==> src/rtl/pc_pkg.sv <==
// Shared types and helpers for the fetch-address sequencer.
// Holds default widths, the next-PC source encoding and the target alignment helper.
package pc_pkg;

    localparam int unsigned DEFAULT_XLEN         = 32;
    localparam logic [31:0] DEFAULT_RESET_VECTOR = 32'h0040_0000;
    localparam int unsigned MAX_XLEN             = 64;

    typedef enum logic [2:0] {
        SRC_SEQ,
        SRC_HOLD,
        SRC_RAS,
        SRC_REDIRECT,
        SRC_TRAP
    } next_pc_src_t;

    // Clears the byte-offset bits below the instruction size; ilen_bytes is a power of two.
    function automatic logic [MAX_XLEN-1:0] align_pc(input logic [MAX_XLEN-1:0] addr,
                                                     input int unsigned         ilen_bytes);
        logic [MAX_XLEN-1:0] mask;
        mask = MAX_XLEN'(ilen_bytes - 1);
        return addr & ~mask;
    endfunction

endpackage

==> src/rtl/return_stack.sv <==
// Circular return-address stack with saturating occupancy count.
// Arbitrates push, pop and flush; the top entry is exposed combinationally.
module return_stack
    import pc_pkg::*;
#(
    parameter int unsigned RAS_DEPTH = 4,
    parameter int unsigned XLEN      = DEFAULT_XLEN,
    localparam int unsigned PTR_W    = $clog2(RAS_DEPTH),
    localparam int unsigned CNT_W    = PTR_W + 1
) (
    input  logic             clock,
    input  logic             reset,
    input  logic             push_i,
    input  logic [XLEN-1:0]  push_addr_i,
    input  logic             pop_i,
    input  logic             flush_i,
    output logic [XLEN-1:0]  top_o,
    output logic [CNT_W-1:0] count_o
);

    localparam logic [CNT_W-1:0] FULL = CNT_W'(RAS_DEPTH);

    logic [XLEN-1:0]  mem_q [RAS_DEPTH];
    logic [PTR_W-1:0] ptr_q, ptr_d, ptr_m1, wr_idx;
    logic [CNT_W-1:0] cnt_q, cnt_d;
    logic             wr_en;
    logic             pop_ok;

    // ptr_q is the next write slot; the top lives one below, wrapping naturally.
    assign ptr_m1  = ptr_q - PTR_W'(1);
    assign top_o   = mem_q[ptr_m1];
    assign count_o = cnt_q;
    assign pop_ok  = pop_i && (cnt_q != '0);

    always_comb begin
        ptr_d  = ptr_q;
        cnt_d  = cnt_q;
        wr_en  = 1'b0;
        wr_idx = ptr_q;
        if (flush_i) begin
            cnt_d = '0;
            if (push_i) begin
                wr_en = 1'b1;
                ptr_d = ptr_q + PTR_W'(1);
                cnt_d = CNT_W'(1);
            end
        end else if (push_i && pop_ok) begin
            // Pop then push: the old top is consumed and replaced in place.
            wr_en  = 1'b1;
            wr_idx = ptr_m1;
        end else if (push_i) begin
            wr_en = 1'b1;
            ptr_d = ptr_q + PTR_W'(1);
            cnt_d = (cnt_q == FULL) ? cnt_q : cnt_q + CNT_W'(1);
        end else if (pop_ok) begin
            ptr_d = ptr_m1;
            cnt_d = cnt_q - CNT_W'(1);
        end
    end

    always_ff @(posedge clock or negedge reset) begin
        if (!reset) begin
            ptr_q <= '0;
            cnt_q <= '0;
        end else begin
            ptr_q <= ptr_d;
            cnt_q <= cnt_d;
        end
    end

    // NOTE: storage has no reset; a zero count already marks every entry invalid.
    always_ff @(posedge clock) begin
        if (wr_en) begin
            mem_q[wr_idx] <= push_addr_i;
        end
    end

endmodule

==> src/rtl/pc_sequencer.sv <==
// Next fetch-PC generator at the head of IF: trap > redirect > RAS return > stall > sequential.
// Owns the PC register and misalignment pulse; the return stack lives in a sub-module.
module pc_sequencer
    import pc_pkg::*;
#(
    parameter int unsigned     XLEN         = DEFAULT_XLEN,
    parameter logic [XLEN-1:0] RESET_VECTOR = XLEN'(DEFAULT_RESET_VECTOR),
    parameter int unsigned     ILEN_BYTES   = 4,
    parameter int unsigned     RAS_DEPTH    = 4
) (
    input  logic                         clock,
    input  logic                         reset,
    input  logic                         stall,
    input  logic                         trap_valid,
    input  logic [XLEN-1:0]              trap_vector,
    input  logic                         redirect_valid,
    input  logic [XLEN-1:0]              redirect_addr,
    input  logic                         call_valid,
    input  logic [XLEN-1:0]              call_ret_addr,
    input  logic                         ret_valid,
    output logic [XLEN-1:0]              fetch_pc,
    output logic                         fetch_valid,
    output logic                         misaligned,
    output logic [$clog2(RAS_DEPTH):0]   ras_count
);

    localparam int unsigned     CNT_W    = $clog2(RAS_DEPTH) + 1;
    localparam logic [XLEN-1:0] LOW_MASK = XLEN'(ILEN_BYTES - 1);
    localparam logic [XLEN-1:0] INC      = XLEN'(ILEN_BYTES);

    logic [XLEN-1:0]  pc_q, pc_d;
    logic             valid_q;
    logic             mis_q, mis_d;
    logic [XLEN-1:0]  ras_top;
    logic [CNT_W-1:0] ras_cnt;
    next_pc_src_t     src;

    return_stack #(
        .RAS_DEPTH (RAS_DEPTH),
        .XLEN      (XLEN)
    ) u_ras (
        .clock       (clock),
        .reset       (reset),
        .push_i      (call_valid),
        .push_addr_i (call_ret_addr),
        .pop_i       (ret_valid),
        .flush_i     (trap_valid),
        .top_o       (ras_top),
        .count_o     (ras_cnt)
    );

    // The first edge after reset only raises fetch_valid; RESET_VECTOR is fetched as-is.
    always_comb begin
        src = SRC_SEQ;
        if (!valid_q)                           src = SRC_HOLD;
        else if (trap_valid)                    src = SRC_TRAP;
        else if (redirect_valid)                src = SRC_REDIRECT;
        else if (ret_valid && ras_cnt != '0)    src = SRC_RAS;
        else if (stall)                         src = SRC_HOLD;
    end

    always_comb begin
        pc_d  = pc_q + INC;
        mis_d = 1'b0;
        unique case (src)
            SRC_TRAP: begin
                pc_d  = XLEN'(align_pc(MAX_XLEN'(trap_vector), ILEN_BYTES));
                mis_d = |(trap_vector & LOW_MASK);
            end
            SRC_REDIRECT: begin
                pc_d  = XLEN'(align_pc(MAX_XLEN'(redirect_addr), ILEN_BYTES));
                mis_d = |(redirect_addr & LOW_MASK);
            end
            SRC_RAS:  pc_d = ras_top;
            SRC_HOLD: pc_d = pc_q;
            SRC_SEQ:  pc_d = pc_q + INC;
            default:  pc_d = pc_q + INC;
        endcase
    end

    // NOTE: registers take non-blocking assignments so every flop samples pre-edge values.
    always_ff @(posedge clock or negedge reset) begin
        if (!reset) begin
            pc_q    <= RESET_VECTOR;
            valid_q <= 1'b0;
            mis_q   <= 1'b0;
        end else begin
            pc_q    <= pc_d;
            valid_q <= 1'b1;
            mis_q   <= mis_d;
        end
    end

    assign fetch_pc    = pc_q;
    assign fetch_valid = valid_q;
    assign misaligned  = mis_q;
    assign ras_count   = ras_cnt;

endmodule

==> config.mk <==
export PLATFORM = sky130hd
export DESIGN_NAME = pc_sequencer
export DESIGN_NICKNAME = d
export VERILOG_FILES = /design/src/rtl/pc_pkg.sv /design/src/rtl/return_stack.sv /design/src/rtl/pc_sequencer.sv
export SDC_FILE = /design/constraint.sdc
export NUM_CORES = 1
export LEC_CHECK = 0
export ABC_AREA = 1
export ABC_CLOCK_PERIOD_IN_PS = 2800
export BUFFER_PORTS_ARGS = -buffer_cell sky130_fd_sc_hd__buf_4
export CORE_MARGIN = 2
export CORE_UTILIZATION = 51
export CTS_CLUSTER_DIAMETER = 40
export DETAILED_ROUTE_END_ITERATION = 8
export HOLD_SLACK_MARGIN = 0.02
export PLACE_DENSITY = 0.84
export SLEW_MARGIN = 15
export SYNTH_ARGS = -nofsm -noshare
export SYNTH_HDL_FRONTEND = slang
export SYNTH_SLANG_ARGS = --single-unit
==> constraint.sdc <==
create_clock -name clock -period 2.8 [get_ports clock]
set_input_delay 0.14 -clock clock [delete_from_list [all_inputs] [get_ports clock]]
set_output_delay 0.14 -clock clock [all_outputs]
set_load 0.02 [all_outputs]
* After elaboration in Yosys (flattened, before gate mapping)
Memory sizes are Yosys's and may differ from the RTL's.
Cells that the tools add are included.
** Operators by class
- Reductions and logical operators :: 9
- Equality and inequality tests :: 8
- Mux-type cells :: 25
- Add/sub/neg operators :: 5
** Operators by type and width (count)
- 32-bit case mux with 4 select lines :: 1
- 32-bit by 3-bit adder with 32-bit output, second input constant :: 1
- 3-bit 2-to-1 mux :: 7
- 2-bit 2-to-1 mux :: 9
- 1-bit 2-to-1 mux :: 7
- 3-bit by 2-bit == test with 1-bit output, second input constant :: 2
- 3-bit == test, second input constant :: 2
- 3-bit AND reduction :: 2
- 3-bit nonzero test :: 2
- 2-bit OR reduction :: 2
- 3-bit by 1-bit adder with 3-bit output, second input constant :: 1
- 3-bit by 1-bit == test with 1-bit output, second input constant :: 1
- 3-bit inequality test, second input constant :: 1
- 3-bit by 1-bit subtractor with 3-bit output, second input constant :: 1
- 2-bit by 1-bit adder with 2-bit output, second input constant :: 1
- 1-bit logical AND :: 2
- 2-bit by 1-bit inequality test with 1-bit output, second input constant :: 1
- 2-bit inequality test, second input constant :: 1
- 1-bit case mux with 2 select lines :: 1
- 2-bit nonzero test :: 1
- 2-bit by 1-bit subtractor with 2-bit output, second input constant :: 1
** Storage, ports and cells
- Bits in registers :: 39
- Bits of input ports :: 103
- Output and inout bits :: 37
- Memories :: 1
- Word-level logic and storage cells :: 53
- Bits in writable memories :: 128
** Memory list
- u_ras.mem_q :: words 4, width 32, rd ports 1, clocked after Yosys merged registers in 0, wr ports 1, RTL line return_stack.sv:23 : logic [XLEN-1:0] mem_q [RAS_DEPTH];

* Depth between registers and ports, before layout
Gate-level depths: netlist of the first run.
- Depth in word-level cells :: 8
- Gate-level depth with buffers :: 12
- Depth with buffers taken out :: 12

* Modules after synthesis
Synthesis of the first run repeated with hierarchy kept, for this count alone.
** Unflattened totals
- Cell total of the unflattened synthesis :: 903
- Area, all modules :: 8220.4 um^2
** By module, submodules not included
- return_stack :: cells an instance 403, seq. area each 3968.8 um^2, area each 5261.3 um^2, times used 1
- pc_sequencer :: cells an instance 500, seq. area each 852.1 um^2, area each 2959.1 um^2, times used 1

* Worst setup path after synthesis of the first run
Ideal clock, no wire load.
- Path type :: register -> register
- Start :: reg u_ras.cnt_q[2], in the netlist u_ras.count_o[2]
- End :: mem u_ras.mem_q[2][0] in the netlist's numbering, enable pin
- Path slack :: -0.264 ns
- Data required time :: 2.379 ns
- Buffers on the path :: 0
- Setup time :: 0.421 ns
- Clock period less this slack :: 3.064 ns
- Arrival :: 2.643 ns
- Cell stages (with the launch flop) :: 8
- Path through :: dfrtp_1 > inv_1 > nand2_2 > nand4_1 > nand2_1 > o21ai_0 > or2_2 > nor2_1
** Between the ends
- Word-level cells in the longest chain between the ends :: 7
- Elaborated cells on any way between the ends :: 9
- Classes of those cells :: 6 x mux; 3 x reduce/logical
** RTL lines
- start, declared :: RTL line return_stack.sv:25 : logic [CNT_W-1:0] cnt_q, cnt_d;
- start signal, assigned :: RTL line return_stack.sv:67 : cnt_q <= cnt_d;
- 3-bit nonzero test * :: RTL line return_stack.sv:33 : assign pop_ok = pop_i && (cnt_q != '0);
- 1-bit logical AND * :: RTL line return_stack.sv:33
- 1-bit logical AND * :: RTL line return_stack.sv:47 : end else if (push_i && pop_ok) begin
- 1-bit 2-to-1 mux :: RTL line return_stack.sv:47
- 1-bit 2-to-1 mux :: RTL line return_stack.sv:40 : if (flush_i) begin
- 1-bit 2-to-1 mux :: RTL line return_stack.sv:73 : if (wr_en) begin
- 1-bit 2-to-1 mux (implied by the code) :: RTL line return_stack.sv:74 : mem_q[wr_idx] <= push_addr_i;
- end, declared :: RTL line return_stack.sv:23
Every way passes the cells marked *; elsewhere a longest branch is shown, timed or not.

* Final worst setup path of the first run
- Start :: reg u_ras.cnt_q[2], in the netlist u_ras.count_o[2]
- End :: reg pc_q[31], in the netlist fetch_pc[31]
** Between the ends
- Word-level cells in the longest chain between the ends :: 8
- Elaborated cells on any way between the ends :: 11
- Classes of those cells :: 4 x eq/ne; 5 x mux; 2 x reduce/logical
** RTL lines
- 3-bit nonzero test * :: RTL line pc_sequencer.sv:58 : else if (ret_valid && ras_cnt != '0) src = SRC_RAS;
- 1-bit logical AND * :: RTL line pc_sequencer.sv:58
- 2-bit 2-to-1 mux * :: RTL line pc_sequencer.sv:58
- 2-bit 2-to-1 mux * :: RTL line pc_sequencer.sv:57 : else if (redirect_valid) src = SRC_REDIRECT;
- 3-bit 2-to-1 mux * :: RTL line pc_sequencer.sv:56 : else if (trap_valid) src = SRC_TRAP;
- 3-bit 2-to-1 mux * :: RTL line pc_sequencer.sv:55 : if (!valid_q) src = SRC_HOLD;
- 3-bit by 1-bit == test with 1-bit output (tied with other cells) :: RTL line pc_sequencer.sv:65 : unique case (src)
- 32-bit case mux with 4 select lines :: RTL line pc_sequencer.sv:65
- end signal, assigned :: RTL line pc_sequencer.sv:88 : pc_q <= pc_d;
- end, declared :: RTL line pc_sequencer.sv:31 : logic [XLEN-1:0] pc_q, pc_d;
Marks and branches as above.
A chain may end at the register's enable or synchronous reset.

==> results.ini, run 1 <==
[timing]
fmax_mhz = 399
hold_violations = 0
worstMarginPinSlew_ps = 690
fin_ws_ps = 296
slew_headroom_pct = 53.9
fin_crit_sh_pct = 89.4
period_needed_ps = 2500
rsz0062_at_grt = no
skew_ps = 9.45
drv_slew = 0
setup_viol = 0

[drt]
wl_um = 21900
via_per_inst = 5.61
drc = 0
firstDrtPassIters = 5
drtIter0Drc = 644
detail_route.wl_per_cell_um = 17.3
vias = 7089
detail-route-antenna-nets = 0

[finish]
nets = 1144
fillers = 1189
drive_above_1_share_pct = 20.6
final_cell_area_um2 = 10200
synthToLayoutAreaGrowth_pct = 27.0

[worst_hold_path]
hold_class = primary input to register

[setup_path]
crit_top_cell = nand2_1
critPathSlowestCell = nor2_4
crit_arrival_ps = 2880
path_cells = inv_1, nand2_2, nand2_2, nand2_4, nand3_2, nor2_4, nand2_1, nand4_1, dlygate4sd3_1, nand2_1, nand2_1
end_kind = register
worstPathMaxFanout = 32
required_ps = 3170
max_stage_delay_ps = 560
cp_num_buf_inv = 2
critPathKind = register to register
cp_top_family = simple AND/OR/NAND/NOR gates
worstSetupStartpointType = register

[pwr]
internal_power_mw = 5.36
clkPwrFrac_pct = 25.3
p_switching_mw = 3.25
peakVddDrop_mv = 0.657
pwr-share-comb_pct = 32.8
sw_frac_of_total_pct = 37.7
power_density_nw_per_um2 = 841
power_leakage_nw = 4.16
seqPwrFrac_pct = 41.9

[yosys]
ys.flop_type = edfxtp_1
syn_nets = 969
synth_cell_types = 40
synth_edf_count = 128
yosysSeqAreaShare_pct = 59.8
muxShareOfSynthArea_pct = 0.373
synth-simple-area-share_pct = 26.2
synth_top_family_by_area = simple AND/OR/NAND/NOR gates
synth_compound_area_share_pct = 7.73
synth_cells = 864
avgSynthCellArea_um2 = 9.32
synth_fa_ha_area_share_pct = 0.404
synthXorXnorAreaFrac_pct = 0.978
syn_area_um2 = 8060
async_flop_share_pct = 23.4
ys_warn_count = 0
ys_ff_latch = 167

[global_route]
grt_pass1_vias = 6579
grt_usage_pct = 26.5
grt_overflow = 0
grt_max_degree = 50
grt_pass1_wl_um = 33600
antenna_found_initial = 1

[cts]
htreeDepth = 4
numCtsBuffers = 17
cts_resized = 0
clk_pin_slew_ps = 70
cts_root_buf = clkbuf_16
cts_tree = built
cts_setup_buffers = 0
worstSkewPairLatency_ps = 430
cts_buffer_depth = 2
clkSinkCount = 167
cts_hold_buf = 39

[place]
place_area_um2 = 9300
place.gp.congestion = 0.997
dp_hpwl_um = 14700
dp_slack_ps = 620
port_buffers = 139

[flow_run]
drv_cap = 0

[floorplan]
rows = 45
io_pins = 140
fp.dieW_um = 130
chipHeight_um = 130
core_area_um2 = 15300
initial_utilization_pct = 52.6
dieArea_um2 = 16800

[outcome]
status = finished, final reports clean

## state kept, by name, indices dropped and copies added, names as in the netlist
name           count
u_ras.ptr_q        2
fetch_valid        1
u_ras.count_o      3
misaligned         1
fetch_pc          32
u_ras.mem_q      128
## layout by cell type (no fill, tap or decap), drive strengths merged, types with 11 or more instances in the layout
cell         count
nand2          264
edfxtp         128
inv             51
dlygate4sd3     39
a21oi           45
clkbuf          18
nand4           11
o21ai           38
buf            154
nand3           65
nor3            25
nor2           111
a22oi           11
dfrtp           38
## routing by layer
metal	global-route usage, %	vias to the layer above	wire (um)
met1	34.8	3380	8650
met3	5.90	54	1810
li1	-	3285	-
met2	42.7	370	10700
met5	0	-	0
met4	11.1	0	718
## worst register-to-register path: cells and delay by family, from the launching register on
family                 cells  cell delay, ps
AND/OR/NAND/NOR            9            1410
buffers and inverters      2             630
flip-flops                 1             410
## cell type report
| type | instances | area, um2 | share of cell area [%] |
|---|---|---|---|
| timing repair buffer | 193 | 1550 | 15.1 |
| sequential | 167 | 4820 | 47.1 |
| clock inverter | 14 | 118 | 1.15 |
| multi-input combinational | 615 | 2890 | 28.2 |
| clock buffer | 18 | 429 | 4.19 |
| inverter | 45 | 169 | 1.65 |
| tap | 211 | 264 | 2.58 |
| antenna | 1 | 2.50 | 0.0244 |
## power groups by stage
stage | clock network (mW) | logic, mW | registers (mW)
6_report | 2.18 | 2.83 | 3.60
5_1_grt | 2.28 | 3.10 | 3.65
4_1_cts | 2.19 | 2.80 | 3.59
3_5_place_dp | 0 | 2.72 | 3.63
3_3_place_gp | 0 | 2.66 | 3.61
2_1_floorplan | 0 | 1.61 | 3.69
## cells by family (layout without fill, tap and decap cells)
family | Yosys count | after routing
DFF | 167 | 167
adders and majority gates | 2 | 2
xor gates and xnor gates | 9 | 9
AOI/OAI and AO/OA | 109 | 109
muxes | 3 | 3
and+or+nand+nor | 491 | 491
other | 1 | 2
buffers and inverters | 82 | 270
## cells in the mapped netlist, drive strengths merged (2+ instances only)
cell / number / area (um2)
a21oi: 45 / 225
a22o: 2 / 17.5
a22oi: 11 / 82.6
buf: 29 / 160
clkbuf: 8 / 31.3
dfrtp: 38 / 951
edfxtp: 128 / 3840
inv: 45 / 169
mux2i: 3 / 30.0
nand2: 264 / 1010
nand3: 65 / 340
nand3b: 8 / 60.1
nand4: 11 / 68.8
nor2: 111 / 459
nor3: 25 / 125
o211ai: 9 / 67.6
o21ai: 38 / 201
o31ai: 2 / 15.0
or2: 6 / 37.5
xnor2: 3 / 26.3
xor2: 6 / 52.6
## final timing paths
check | startpoint | end | slack [ps] | cells past startpoint
max | u_ras.count_o[2]$_DFFE_PN0P_ | fetch_pc[31]$_DFFE_PN0P_ | 300 | 11
min | redirect_addr[3] | fetch_pc[3]$_DFFE_PN0P_ | 30 | 5
max reg2reg | u_ras.count_o[2]$_DFFE_PN0P_ | fetch_pc[31]$_DFFE_PN0P_ | 300 | 11
min reg2reg | fetch_pc[1]$_DFFE_PN0P_ | fetch_pc[1]$_DFFE_PN0P_ | 550 | 1
max in group asynchronous | reset | fetch_pc[18]$_DFFE_PN0P_ | 2190 | 2
min in group asynchronous | reset | u_ras.count_o[1]$_DFFE_PN0P_ | 220 | 2
## metrics by stage
stage	TNS [ps]	std cells	hold slack, ps	util [%]	power, mW
2_1_floorplan	-16910	864	-156	-	5.30
3_3_place_gp	0	1192	147	60.7	6.28
3_5_place_dp	0	1192	151	60.7	6.35
4_1_cts	0	1263	26.7	66.8	8.58
5_1_grt	0	1264	53.4	66.8	9.04
6_report	0	1264	32.7	66.8	8.61
Power figures use the tool's default switching activity.
==> inputs of run 2 (changes only) <==
--- a/config.mk
+++ b/config.mk
@@ -7,7 +7,7 @@
 export LEC_CHECK = 0
 export ABC_AREA = 1
 export ABC_CLOCK_PERIOD_IN_PS = 2800
-export BUFFER_PORTS_ARGS = -buffer_cell sky130_fd_sc_hd__buf_4
+export BUFFER_PORTS_ARGS = -buffer_cell sky130_fd_sc_hd__buf_2
 export CORE_MARGIN = 2
 export CORE_UTILIZATION = 51
 export CTS_CLUSTER_DIAMETER = 40
==> results.ini, run 2 (synthesis gave the netlist of run 1 again) <==
[timing]
period_needed_ps = 2320  ; was 2500 ps
fin_crit_sh_pct = 83.0  ; was 89.4%
skew_ps = 8.26  ; was 9.45 ps
slew_headroom_pct = 38.1  ; was 53.9%
drv_slew = 0  ; unchanged
setup_tns_ps = 0  ; unchanged
worstMarginPinSlew_ps = 928  ; was 690 ps
setup_viol = 0  ; unchanged
fin_ws_ps = 476  ; was 296 ps
hold_violations = 0  ; unchanged
fmax_mhz = 430  ; was 399 MHz
rsz0062_at_grt = no  ; unchanged

[place]
dp_hpwl_um = 14400  ; was 14700 um
dp_slack_ps = 613  ; was 620 ps
place.gp.congestion = 0.995  ; was 0.997
port_buffers = 139  ; unchanged
place_area_um2 = 8950  ; was 9300 um2

[pwr]
sw_frac_of_total_pct = 36.5  ; was 37.7%
power_density_nw_per_um2 = 874  ; was 841 nW/um2
seqPwrFrac_pct = 41.3  ; was 41.9%
clkPwrFrac_pct = 27.5  ; was 25.3%
total_power_mw = 8.67  ; was 8.61 mW
p_switching_mw = 3.16  ; was 3.25 mW
peakVddDrop_mv = 0.474  ; was 0.657 mV
power_leakage_nw = 4.06  ; was 4.16 nW
pwr-share-comb_pct = 31.2  ; was 32.8%
internal_power_mw = 5.50  ; was 5.36 mW

[finish]
final_common_cell = nand2_1  ; unchanged
synthToLayoutAreaGrowth_pct = 23.1  ; was 27.0%
largest_register = u_ras.mem_q  ; unchanged
layout_common_cells = 259 x nand2_1, 139 x buf_2, 128 x edfxtp_1, 98 x nor2_1, 62 x nand3_1  ; was 259 x nand2_1, 154 x buf_4, 128 x edfxtp_1, 98 x nor2_1, 62 x nand3_1
post-route-util_pct = 64.8  ; was 66.8%
final_cell_area_um2 = 9920  ; was 10200 um2
fillers = 1216  ; was 1189
nets = 1142  ; was 1144
seq_area_um2 = 4820  ; unchanged
largest_reg_flops = 128  ; unchanged
multi_input_area_um2 = 2890  ; unchanged
drive_above_1_share_pct = 20.7  ; was 20.6%

[setup_path]
critPathKind = register to register  ; unchanged
required_ps = 3170  ; about the same
end_kind = register  ; unchanged
rrSetupSlack_ps = 480  ; was 300 ps
cp_num_buf_inv = 3  ; was 2
worstPathMaxFanout = 9  ; was 32
max_stage_delay_ps = 570  ; was 560 ps
crit_arrival_ps = 2690  ; was 2880 ps
critPathSlowestCell = dlygate4sd3_1  ; was nor2_4
worstSetupStartpointType = register  ; unchanged
cp_top_family = buffers and inverters  ; was simple AND/OR/NAND/NOR gates
path_cells = nand2_1, inv_1, o21ai_0, dlygate4sd3_1, nand2_1, dlygate4sd3_1  ; was inv_1, nand2_2, nand2_2, nand2_4, nand3_2, nor2_4, nand2_1, nand4_1, dlygate4sd3_1, nand2_1, nand2_1

[cts]
htreeDepth = 4  ; unchanged
cts_tree = built  ; unchanged
cts_setup_buffers = 0  ; unchanged
numCtsBuffers = 17  ; unchanged
cts_buffer_depth = 2  ; unchanged
clkSinkCount = 167  ; unchanged
cts_root_buf = clkbuf_16  ; unchanged
clk_pin_slew_ps = 70  ; about the same
worstSkewPairLatency_ps = 430  ; about the same

[global_route]
grt_usage_pct = 26.5  ; about the same
grt_overflow = 0  ; unchanged
grt_pass1_vias = 6477  ; was 6579
grt_pass1_wl_um = 33400  ; was 33600 um
grt_max_degree = 50  ; unchanged
antenna_found_initial = 1  ; unchanged

[drt]
m1WireLength_um = 8780  ; was 8650 um
wl_um = 21600  ; was 21900 um
top_layer = met4  ; unchanged
detail_route.wl_per_cell_um = 17.1  ; was 17.3 um
vias = 7024  ; was 7089
detail-route-antenna-nets = 0  ; unchanged
drtIter0Drc = 673  ; was 644
firstDrtPassIters = 5  ; unchanged
via_per_inst = 5.57  ; was 5.61
wl_met3_um = 1830  ; was 1810 um
met2_length_um = 10200  ; was 10700 um
drc = 0  ; unchanged

[floorplan]
dieArea_um2 = 16800  ; unchanged
fp.dieW_um = 130  ; unchanged
io_pins = 140  ; unchanged
rows = 45  ; unchanged
chipHeight_um = 130  ; unchanged
initial_utilization_pct = 52.6  ; unchanged
core_area_um2 = 15300  ; unchanged

[outcome]
status = finished, final reports clean  ; unchanged

[flow_run]
drv_cap = 0  ; unchanged

[worst_hold_path]
hold_class = primary input to register  ; unchanged

==> run 2: power by group through the flow <==
stage	Sequential, mW	Clock (mW)	Combinational (mW)
final	3.58	2.38	2.70
after global routing	3.63	2.49	2.99
after CTS	3.57	2.39	2.69
after detailed placement	3.61	0	2.61
after global placement	3.59	0	2.55
after floorplan	3.69	0	1.61
==> run 2: cell type report <==
type / instances / share of cell area, %
sequential: 167 / 48.6
multi-input combinational: 615 / 29.1
timing repair buffer: 191 / 11.9
clock buffer: 18 / 4.33
tap: 211 / 2.66
clock inverter: 14 / 1.74
inverter: 45 / 1.70
antenna: 1 / 0.0252
==> run 2: worst min-delay path, cell delays in order <==
cell and delay (ps):
buf_2 80, nand2_1 40, nand4_1 80, nand2_1 40
nand2_1 50
==> run 2: worst paths after layout <==
check                      cells past startpoint                       end                     from
max reg2reg                                    6      misaligned$_DFF_PN0_    fetch_valid$_DFF_PN0_
min                                            5  fetch_pc[31]$_DFFE_PN0P_        redirect_addr[31]
min in group asynchronous                      2      misaligned$_DFF_PN0_                    reset
max                                            6      misaligned$_DFF_PN0_    fetch_valid$_DFF_PN0_
max in group asynchronous                      2  fetch_pc[30]$_DFFE_PN0P_                    reset
min reg2reg                                    1   fetch_pc[0]$_DFFE_PN0P_  fetch_pc[0]$_DFFE_PN0P_
==> run 2: layer usage <==
layer  vias up  track usage [%]
met2       393             42.0
met4         0             12.0
met3        72             6.85
li1       3280                -
met1      3279             34.4
met5         -                0
==> run 2: stage by stage <==
step                      instances  hold slack (ps)
final                          1262             27.6
after global routing           1262             45.4
after CTS                      1261             21.0
after detailed placement       1193              329
after global placement         1193              328
after floorplan                 864             -156
==> run 2: what timing repair did <==
action                    CTS  global route
resized for setup           0             0
hold buffers               36             0
hold endpoints to repair  167             0
==> inputs of run 3 (changes only) <==
--- a/config.mk
+++ b/config.mk
@@ -6,7 +6,7 @@
 export NUM_CORES = 1
 export LEC_CHECK = 0
 export ABC_AREA = 1
-export ABC_CLOCK_PERIOD_IN_PS = 2800
+export ABC_CLOCK_PERIOD_IN_PS = 2100
 export BUFFER_PORTS_ARGS = -buffer_cell sky130_fd_sc_hd__buf_2
 export CORE_MARGIN = 2
 export CORE_UTILIZATION = 51
==> constraint.sdc (replaced) <==
create_clock -name clock -period 2.1 [get_ports clock]
set_input_delay 0.105 -clock clock [delete_from_list [all_inputs] [get_ports clock]]
set_output_delay 0.105 -clock clock [all_outputs]
set_load 0.02 [all_outputs]
==> results.ini, run 3 (synthesis gave the netlist of run 1 again) <==
[setup_path]
worstSetupStartpointType = register  ; unchanged
crit_arrival_ps = 2360  ; was 2690 ps
critPathSlowestCell = dfrtp_2  ; was dlygate4sd3_1
max_stage_delay_ps = 400  ; was 570 ps
crit_start = u_ras.count_o[2]$_DFFE_PN0P_  ; was fetch_valid$_DFF_PN0_
r2r_end = u_ras.mem_q[2][26]$_DFFE_PP_  ; was misaligned$_DFF_PN0_
reg2regPathDepth = 8  ; was 6
critPathKind = register to register  ; unchanged
rr_startpoint = u_ras.count_o[2]$_DFFE_PN0P_  ; was fetch_valid$_DFF_PN0_
path_cells = inv_2, nand2_2, nand4_1, nand2_1, o21ai_1, or2_4, nor2_4, clkbuf_16  ; was nand2_1, inv_1, o21ai_0, dlygate4sd3_1, nand2_1, dlygate4sd3_1
rrSetupSlack_ps = -110  ; was 480 ps
required_ps = 2250  ; was 3170 ps
crit_end = u_ras.mem_q[2][26]$_DFFE_PP_  ; was misaligned$_DFF_PN0_
end_kind = register  ; unchanged
worstPathMaxFanout = 7  ; was 9

[cts]
clk_pin_slew_ps = 70  ; about the same
cts_buffer_depth = 2  ; unchanged
worstSkewPairLatency_ps = 440  ; was 430 ps
htreeDepth = 4  ; unchanged
clkSinkCount = 167  ; unchanged
cts_tree = built  ; unchanged
cts_root_buf = clkbuf_16  ; unchanged
numCtsBuffers = 17  ; unchanged

[finish]
multi_input_area_um2 = 2930  ; was 2890 um2
seq_area_um2 = 4820  ; about the same
layout_common_cells = 258 x nand2_1, 139 x buf_2, 128 x edfxtp_1, 98 x nor2_1, 62 x nand3_1  ; was 259 x nand2_1, 139 x buf_2, 128 x edfxtp_1, 98 x nor2_1, 62 x nand3_1
num_antenna_cells = 0  ; was 1
final_common_cell = nand2_1  ; unchanged
synthToLayoutAreaGrowth_pct = 29.8  ; was 23.1%
fillers = 1105  ; was 1216
largest_reg_flops = 128  ; unchanged
largest_register = u_ras.mem_q  ; unchanged
layout.cells.non_filler = 1295  ; was 1262
nets = 1176  ; was 1142
drive_above_1_share_pct = 22.4  ; was 20.7%

[place]
port_buffers = 139  ; unchanged
dp_cells = 1204  ; was 1193
dp_hpwl_um = 15200  ; was 14400 um
place.gp.congestion = 1.01  ; was 0.995

[drt]
detail_route.wl_per_cell_um = 17.5  ; was 17.1 um
top_layer = met4  ; unchanged
m1WireLength_um = 8670  ; was 8780 um
drc = 0  ; unchanged
wl_um = 22700  ; was 21600 um
wl_met3_um = 1910  ; was 1830 um
via_per_inst = 5.58  ; was 5.57
detail-route-antenna-nets = 0  ; unchanged
firstDrtPassIters = 6  ; was 5
drtIter0Drc = 727  ; was 673
vias = 7230  ; was 7024
met2_length_um = 11200  ; was 10200 um

[floorplan]
chipHeight_um = 130  ; unchanged
core_area_um2 = 15300  ; unchanged
rows = 45  ; unchanged
fp.dieW_um = 130  ; unchanged
initial_utilization_pct = 52.6  ; unchanged
io_pins = 140  ; unchanged
dieArea_um2 = 16800  ; unchanged

[pwr]
internal_power_mw = 7.72  ; was 5.50 mW
peakVddDrop_mv = 0.784  ; was 0.474 mV
total_power_mw = 12.1  ; was 8.67 mW
clkPwrFrac_pct = 26.2  ; was 27.5%
pwr-share-comb_pct = 34.5  ; was 31.2%
p_switching_mw = 4.40  ; was 3.16 mW
power_density_nw_per_um2 = 1160  ; was 874 nW/um2
seqPwrFrac_pct = 39.3  ; was 41.3%
power_leakage_nw = 4.28  ; was 4.06 nW
sw_frac_of_total_pct = 36.3  ; was 36.5%

[timing]
fin_ws_ps = -114  ; was 476 ps
fmax_mhz = 452  ; was 430 MHz
period_needed_ps = 2210  ; was 2320 ps
fin_crit_sh_pct = 105  ; was 83.0%
rsz0062_at_grt = yes  ; was no
setup_viol = 48  ; was 0
skew_ps = 12.1  ; was 8.26 ps
hold_violations = 0  ; unchanged
drv_slew = 0  ; unchanged

[outcome]
violations = setup timing
status = complete, but fails checks  ; was finished, final reports clean

[worst_hold_path]
hold_class = primary input to register  ; unchanged

[global_route]
grt_usage_pct = 27.2  ; was 26.5%
antenna_found_initial = 0  ; was 1
grt_overflow = 0  ; unchanged
grt_pass1_vias = 6666  ; was 6477
grt_pass1_wl_um = 34200  ; was 33400 um
grt_max_degree = 49  ; was 50

[flow_run]
drv_cap = 0  ; unchanged

[run 3: cell count changes in the layout (fill, tap and decap cells not counted), sizes merged]
cell,delta
clkinv,-1
inv,+1
diode,-1
dlygate4sd3,+14
buf,+16
clkinvlp,-1
clkbuf,+5
[run 3: timing repair]
item / CTS / global route
endpoints found under the hold margin: 155 / 0
setup buffers: 0 / 5
gates resized for setup: 0 / 4
setup endpoints to repair: 0 / 129
hold buffers: 50 / 0
[run 3: layout make-up]
class / instances / share of cell area [%]
inverter: 45 / 1.62
multi-input combinational: 615 / 28.1
timing repair buffer: 225 / 15.9
clock inverter: 13 / 1.62
sequential: 167 / 46.1
tap: 211 / 2.52
clock buffer: 19 / 4.14
[run 3: stage by stage]
stage / hold slack [ps] / setup TNS (ps) / cell area [um2] / util (%) / worst slack, ps
after floorplan: -191 / -4510 / 8100 / - / -47.3
after global placement: 78.4 / 0 / 9200 / 60.0 / 154
after detailed placement: 77.4 / 0 / 9200 / 60.0 / 91.9
after CTS: 25.2 / 0 / 10300 / 67.2 / 56.5
after global routing: 48.3 / -8030 / 10500 / 68.3 / -175
final: 45.4 / -2990 / 10500 / 68.3 / -114
[run 3: critical path, delay by kind of cell (launching register included)]
kind / cells / cell delay [ps]
and+or+nand+nor: 5 / 1100
buffers and inverters: 2 / 280
DFF: 1 / 400
AOI/OAI and AO/OA: 1 / 130
[run 3: worst min path at each step]
stage	startpoint	to	slack (ps)	cells after the start
2_1_floorplan	reset	fetch_pc[0]$_DFFE_PN0P_	-190	0
3_3_place_gp	reset	misaligned$_DFF_PN0_	80	1
3_5_place_dp	reset	fetch_pc[31]$_DFFE_PN0P_	80	1
4_1_cts	trap_vector[27]	fetch_pc[27]$_DFFE_PN0P_	30	5
5_1_grt	redirect_addr[27]	fetch_pc[27]$_DFFE_PN0P_	50	5
6_report	redirect_addr[23]	fetch_pc[23]$_DFFE_PN0P_	50	5
[run 3: power groups by stage]
stage / sequential (mW) / combinational [mW] / clock (mW)
floorplan: 4.91 / 2.20 / 0
detailed placement: 4.79 / 3.80 / 0
global placement: 4.76 / 3.70 / 0
CTS: 4.74 / 3.92 / 3.20
finish: 4.76 / 4.18 / 3.18
global route: 4.82 / 4.53 / 3.33
[run 3: metal layers]
metal	global-route usage, %	vias to the layer above
met5	0	-
met4	11.4	0
met3	6.03	82
met2	44.7	443
met1	35.2	3363
li1	-	3342
